$ cat src/rtl/pio_pad_arbiter.sv
// Two-requester arbiter for a single bidirectional pad: round-robin grant after a
// high-Z turnaround, forced release after MAX_OWN cycles, and a synchronized input path.
module pio_pad_arbiter #(
    parameter int unsigned TURN_CYC = 2,
    parameter int unsigned MAX_OWN  = 16
) (
    input  logic       clk,
    input  logic       rst_n,
    input  logic [1:0] req,
    input  logic [1:0] wr,
    input  logic [1:0] dout,
    output logic [1:0] gnt,
    output logic       tmo,
    output logic       din,
    input  logic       pad_i,
    output logic       pad_o,
    output logic       pad_t
);

    typedef enum logic [1:0] {IDLE, TURN, OWN, RELEASE} state_e;

    localparam logic [2:0] TURN_LOAD = 3'(TURN_CYC - 1);
    localparam logic [7:0] OWN_LAST  = 8'(MAX_OWN - 1);

    state_e     state_q, state_d;
    logic       owner_q, owner_d;
    logic       last_q, last_d;
    logic [1:0] mask_q, mask_d;
    logic [2:0] turn_cnt_q, turn_cnt_d;
    logic [7:0] own_cnt_q, own_cnt_d;
    logic [1:0] gnt_q, gnt_d;
    logic       tmo_q, tmo_d;
    logic       pad_o_q, pad_o_d;
    logic       pad_t_q, pad_t_d;
    logic       sync_q, din_q;

    logic [1:0] elig;
    logic       pick;

    assign elig = req & ~mask_q;
    assign pick = (elig == 2'b11) ? ~last_q : elig[1];

    always_comb begin
        state_d    = state_q;
        owner_d    = owner_q;
        last_d     = last_q;
        mask_d     = mask_q & req;
        turn_cnt_d = turn_cnt_q;
        own_cnt_d  = own_cnt_q;
        tmo_d      = 1'b0;
        pad_o_d    = pad_o_q;
        pad_t_d    = 1'b1;

        case (state_q)
            IDLE: begin
                if (elig != 2'b00) begin
                    state_d    = TURN;
                    owner_d    = pick;
                    last_d     = pick;
                    turn_cnt_d = TURN_LOAD;
                end
            end
            TURN: begin
                if (!req[owner_q]) begin
                    state_d = IDLE;
                end else if (turn_cnt_q == 3'd0) begin
                    state_d   = OWN;
                    own_cnt_d = 8'd0;
                end else begin
                    turn_cnt_d = turn_cnt_q - 3'd1;
                end
            end
            OWN: begin
                own_cnt_d = own_cnt_q + 8'd1;
                if (!req[owner_q]) begin
                    state_d = RELEASE;
                end else if (own_cnt_q == OWN_LAST) begin
                    // Masking the owner keeps a stuck requester from winning again until it drops req.
                    state_d         = RELEASE;
                    tmo_d           = 1'b1;
                    mask_d[owner_q] = 1'b1;
                end else if (wr[owner_q]) begin
                    pad_t_d = 1'b0;
                    pad_o_d = dout[owner_q];
                end
            end
            RELEASE: begin
                state_d = IDLE;
            end
            default: begin
                state_d = IDLE;
            end
        endcase

        gnt_d = (state_d == OWN) ? (owner_d ? 2'b10 : 2'b01) : 2'b00;
    end

    always_ff @(posedge clk) begin
        if (!rst_n) begin
            state_q    <= IDLE;
            owner_q    <= 1'b0;
            last_q     <= 1'b1;
            mask_q     <= 2'b00;
            turn_cnt_q <= 3'd0;
            own_cnt_q  <= 8'd0;
            gnt_q      <= 2'b00;
            tmo_q      <= 1'b0;
            pad_o_q    <= 1'b0;
            pad_t_q    <= 1'b1;
            sync_q     <= 1'b0;
            din_q      <= 1'b0;
        end else begin
            state_q    <= state_d;
            owner_q    <= owner_d;
            last_q     <= last_d;
            mask_q     <= mask_d;
            turn_cnt_q <= turn_cnt_d;
            own_cnt_q  <= own_cnt_d;
            gnt_q      <= gnt_d;
            tmo_q      <= tmo_d;
            pad_o_q    <= pad_o_d;
            pad_t_q    <= pad_t_d;
            sync_q     <= pad_i;
            din_q      <= sync_q;
        end
    end

    assign gnt   = gnt_q;
    assign tmo   = tmo_q;
    assign din   = din_q;
    assign pad_o = pad_o_q;
    assign pad_t = pad_t_q;

endmodule

$ cat config.mk
export PLATFORM = sky130hd
export DESIGN_NAME = pio_pad_arbiter
export DESIGN_NICKNAME = d
export VERILOG_FILES = /design/src/rtl/pio_pad_arbiter.sv
export SDC_FILE = /design/constraint.sdc
export NUM_CORES = 1
export LEC_CHECK = 0
export BUFFER_PORTS_ARGS = -buffer_cell sky130_fd_sc_hd__buf_2
export CORE_UTILIZATION = 54
export DETAILED_ROUTE_END_ITERATION = 12
export PLACE_DENSITY_LB_ADDON = 0.08
export SETUP_SLACK_MARGIN = 0.05
export SYNTH_ARGS = -nofsm -noshare
export SYNTH_HDL_FRONTEND = slang
export SYNTH_SLANG_ARGS = --single-unit
$ cat constraint.sdc
create_clock -name clk -period 1.8 [get_ports clk]
set_clock_uncertainty 0.1 [all_clocks]
set_input_delay 0.27 -clock clk [delete_from_list [all_inputs] [get_ports clk]]
set_output_delay 0.27 -clock clk [all_outputs]
set_load 0.05 [all_outputs]
Yosys cells after proc, flatten, opt, wreduce, memory -nomap -nowiden. Cells that the tools add are included.

Add/sub/neg operators: 2. $mul: 0. Divide/modulo/power cells: 0. Magnitude comparators: 2. Eq/ne operators: 10. Shifts and indexed selects: 0. Multiplexer cells: 30. Bitwise logic cells: 9. Reduce and logical (&&, ||, !) cells: 13.

Operators by type and width (number): $mux W2 (9); $mux W8 (2); $pmux W8 S2 (1); $mux W1 (12); $mux W3 (3); $add A8 B1 Y8 const B (1); $eq A2 B2 Y1 const B (4); $eq A8 B4 Y1 const B (1); $ne A2 B2 Y1 const B (4); $pmux W2 S4 (1); $reduce_and A4 Y1 (2); $pmux W3 S2 (1); $reduce_and A3 Y1 (2); $reduce_bool A2 Y1 (3); $not A1 Y1 (5); $and A2 B2 Y2 (2); $reduce_and A2 Y1 (2); $reduce_or A4 Y1 (1); $logic_not A3 Y1 (1); $sub A3 B1 Y3 const B (1); $eq A2 B1 Y1 const B (1); $logic_not A2 Y1 (1); $lt A1 B2 Y1 const B (1); $not A2 Y2 (1); 4 further kinds (4).

Register bits after elaboration: 24. Bits in latches: 0. Bits in writable memories: 0. Memory bits (read-only): 0. Input port bits: 9. Output and inout port bits: 6. Word-level logic and storage cells: 78. Memories: 0.

Longest topological paths before layout.
Depth in word-level cells: 8. Depth in mapped cells: 7. Depth with buffers taken out: 6.

Least setup slack after synthesis. Ideal clock, no wire load.

Path kind: register to register. From: reg turn_cnt_q[0]. To: reg own_cnt_q[5]. Library setup time: 70 ps. Arrival time: 1435 ps. Required time: 1630 ps. Slack: 195 ps. Cell stages (with the launch flop): 7. Buffers on the path: 0. Period minus slack after synthesis: 1605 ps. Cells stage by stage: dfxtp_1 -> inv_1 -> ha_1 -> and4bb_1 -> a21oi_2 -> or4_1 -> a21oi_1.

Word-level cells in the longest chain between the ends: 3.

RTL lines: start: declaration (RTL line 29) `logic [2:0] turn_cnt_q, turn_cnt_d;`; start signal: assignment (RTL line 117) `turn_cnt_q <= turn_cnt_d;`; $logic_not A3 Y1 (RTL line 66) `end else if (turn_cnt_q == 3'd0) begin`; $ne A2 B2 Y1 (no source line); $reduce_and A3 Y1 (no source line); end signal: assignment (RTL line 118) `own_cnt_q <= own_cnt_d;`; end: declaration (RTL line 30) `logic [7:0] own_cnt_q, own_cnt_d;`.

Every way passes these cells. A chain may end at the register's enable or synchronous reset.

Worst setup path in the final report.
From: reg turn_cnt_q[1]. To: reg own_cnt_q[5].

Same word-level chain as after synthesis.

==> out/metrics.cfg <==
[setup_path]
cp.required_ps=1950
worstReg2RegStart=turn_cnt_q[1]$_SDFFE_PN0P_
r2r_cells=6
critPathMaxFanout=6
critPathLaunchType=register
critical_path.slowest_cell=or4_1
arrival_ps=1880
crit_chain=inv_2 > ha_4 > and4bb_2 > a21oi_4 > or4_1 > a21oi_1
crit_path_max_incr_delay_ps=500
worstSetupEndpointType=register
path_class=reg -> reg
r2r_setup_slack_ps=80
timing.rr.end=own_cnt_q[5]$_SDFFE_PN0P_

[cts]
numCtsBuffers=3
tritoncts=built
cts_hold_buf=0
ctsHtreeMaxLevel=1
clock_path_buffers=2
root_buffer=clkbuf_4
cts.sinks=24
clk_pin_slew_ps=140
worstSkewPairLatency_ps=310

[logic_synthesis]
synthTopCellsByCount=dfxtp_1, a21oi_1, nand2_1
async_flop_share_pct=0
syn_area_per_cell_um2=9.26
synthTopCellsByArea=dfxtp_1, a21oi_1, mux2i_1
synth_flop_cell=dfxtp_1
synthCells=118
synth_edf_count=0
ys_seq_area_share_pct=44.0
yosysMostFrequentCell=dfxtp_1
yosys.area.top_type=dfxtp_1
ys.warnings.count=0
synth_cell_types=35
synth.top_cell.area_share_pct=44.0
ys_ff_latch=24
mappedNetlistNets=130
syn-cell-area_um2=1090

[hold_path]
hold_class=in -> reg
min_path_cells=2
min_from=pad_i
worstHoldEndpoint=sync_q$_SDFF_PN0_

[power_and_ir_drop]
switchingPower_mw=0.297
p_per_area_nw_per_um2=879
power_leakage_nw=0.524
cell_internal_pwr_mw=0.873
clkPwrFrac_pct=33.4
sw_frac_of_total_pct=25.4
ir_worst_vdd_mv=0.656
p_comb_share_pct=17.6
seqPwrFrac_pct=49.0
total_power_mw=1.17

[die]
dieArea_um2=2210
num_io_pins=15
placement_rows=15
start_util_pct=60.6
core_um2=1800
die_h_um=47.0
die_width_um=47.0

[layout]
fin_nets=154
syn_to_final_growth_pct=21.9
fillers=144
instances_no_fill=166
drive_gt1_share_pct=29.8
diodes=0

[timing]
rsz0062_at_grt=true
hold_violations=0
fmax_ghz=0.580
setup_viol=0
fin_crit_sh_pct=95.7
finalCriticalPeriod_ps=1720
tightestPinTransition_ps=343
report.final.slew_viol_count=0
setup-tns-final_ps=0
hold_ws_ps=55.9
max_slew_margin_pct=77.0

[drt]
drt_pass1_iterations=4
ant_nets=0
num_vias=953
via_per_inst=5.74
wl_um=2180
drtIter0Drc=14
wl_per_cell_um=13.1
drc_errors=0

[place]
dp.cells=157
hpwl_um=1520
numPortBuffers=14
gp_congestion=0.804

[global_route]
grt_max_degree=15
gr-total-overflow=0
grt_pass1_vias=826
grt_pass1_wl_um=3390
antenna_found_initial=0
groute.usage.overall_pct=21.5

[run]
drv_cap=0

[status]
status=complete, no violations

-- layout by cell type (no fill, tap or decap), drive strengths merged, types with 2 or more instances in the layout --
cell / netlist / layout
nand2: 8 / 8
ha: 3 / 3
nor4: 2 / 2
or4b: 2 / 2
or3: 4 / 4
mux2i: 4 / 4
clkbuf: 1 / 3
nor3: 2 / 2
and2: 6 / 6
nor2: 4 / 4
a21oi: 13 / 14
dfxtp: 24 / 24
nand3: 6 / 6
o31ai: 2 / 2
o21ai: 7 / 7
nor2b: 3 / 3
or4: 3 / 3
buf: 2 / 21
inv: 5 / 5
a21boi: 2 / 2
nand2b: 3 / 3
-- worst max path at each step --
stage | start | end | slack [ps] | depth (start not counted)
finish | turn_cnt_q[1]$_SDFFE_PN0P_ | own_cnt_q[5]$_SDFFE_PN0P_ | 80 | 6
global route | turn_cnt_q[1]$_SDFFE_PN0P_ | own_cnt_q[3]$_SDFFE_PN0P_ | 6 | 8
CTS | turn_cnt_q[0]$_SDFFE_PN0P_ | own_cnt_q[5]$_SDFFE_PN0P_ | 50 | 6
detailed placement | turn_cnt_q[0]$_SDFFE_PN0P_ | own_cnt_q[5]$_SDFFE_PN0P_ | -30 | 6
global placement | turn_cnt_q[0]$_SDFFE_PN0P_ | own_cnt_q[5]$_SDFFE_PN0P_ | 60 | 6
floorplan | turn_cnt_q[0]$_SDFFE_PN0P_ | own_cnt_q[5]$_SDFFE_PN0P_ | 190 | 6
-- critical path: cells and delay by family, from the launching register on --
family / cells / cell delay (ps)
flip-flops: 1 / 350
AO/OA/AOI/OAI: 2 / 220
buffers and inverters: 1 / 70
adder cells (fa/ha/maj): 1 / 130
AND/OR/NAND/NOR: 2 / 780
-- power groups by stage --
stage / clock [mW] / sequential [mW] / combinational, mW
after CTS: 0.392 / 0.571 / 0.200
after detailed placement: 0 / 0.582 / 0.173
after global routing: 0.411 / 0.576 / 0.224
final: 0.390 / 0.573 / 0.206
after floorplan: 0 / 0.590 / 0.120
after global placement: 0 / 0.580 / 0.166
-- state kept, by name, indices dropped and copies added, names as in the netlist --
| name | count |
|---|---|
| din | 1 |
| gnt | 2 |
| last_q | 1 |
| mask_q | 2 |
| own_cnt_q | 8 |
| owner_q | 1 |
| pad_o | 1 |
| pad_t | 1 |
| state_q | 2 |
| sync_q | 1 |
| tmo | 1 |
| turn_cnt_q | 3 |
-- through the flow --
| stage | utilization (%) | instance area (µm²) | setup WS [ps] |
|---|---|---|---|
| 6_report | 73.9 | 1330 | 77.3 |
| 5_1_grt | 73.9 | 1330 | 5.76 |
| 4_1_cts | 72.1 | 1300 | 53.4 |
| 3_5_place_dp | 66.4 | 1200 | -25.0 |
| 3_3_place_gp | 66.4 | 1200 | 65.0 |
| 2_1_floorplan | - | 1090 | 195 |
-- what timing repair did --
item,4_1_cts,5_1_grt
pin swaps,4,2
endpoints found under the setup margin,9,13
cloned,1,0
resized for setup,6,7
buffers inserted,4,0
-- per-layer routing --
| metal | track usage (%) | vias up | wire length, µm |
|---|---|---|---|
| met4 | 8.57 | 0 | 24 |
| met3 | 3.46 | 4 | 56 |
| li1 | - | 473 | - |
| met1 | 27.8 | 454 | 1040 |
| met2 | 35.8 | 22 | 1060 |
| met5 | 0 | - | 0 |
-- area by class of cell --
type	instances	area [µm²]	area share, %
Clock buffer	3	22.5	1.69
Clock inverter	1	30.0	2.26
Inverter	5	18.8	1.41
Multi-Input combinational cell	87	622	46.7
Sequential cell	24	484	36.4
Tap cell	25	31.3	2.35
Timing Repair Buffer	21	123	9.21
-- cell families (layout without fill, tap and decap cells) --
kind of cell / after synthesis / count (layout) / synth area share (%)
AO/OA/AOI/OAI: 29 / 30 / 15.9
AND/OR/NAND/NOR: 49 / 49 / 28.1
multiplexers: 5 / 5 / 5.04
buffers and inverters: 8 / 30 / 3.55
adder cells (fa/ha/maj): 3 / 3 / 3.44
flip-flops: 24 / 24 / 44.0
No activity file was read; power rests on OpenSTA's default activity.
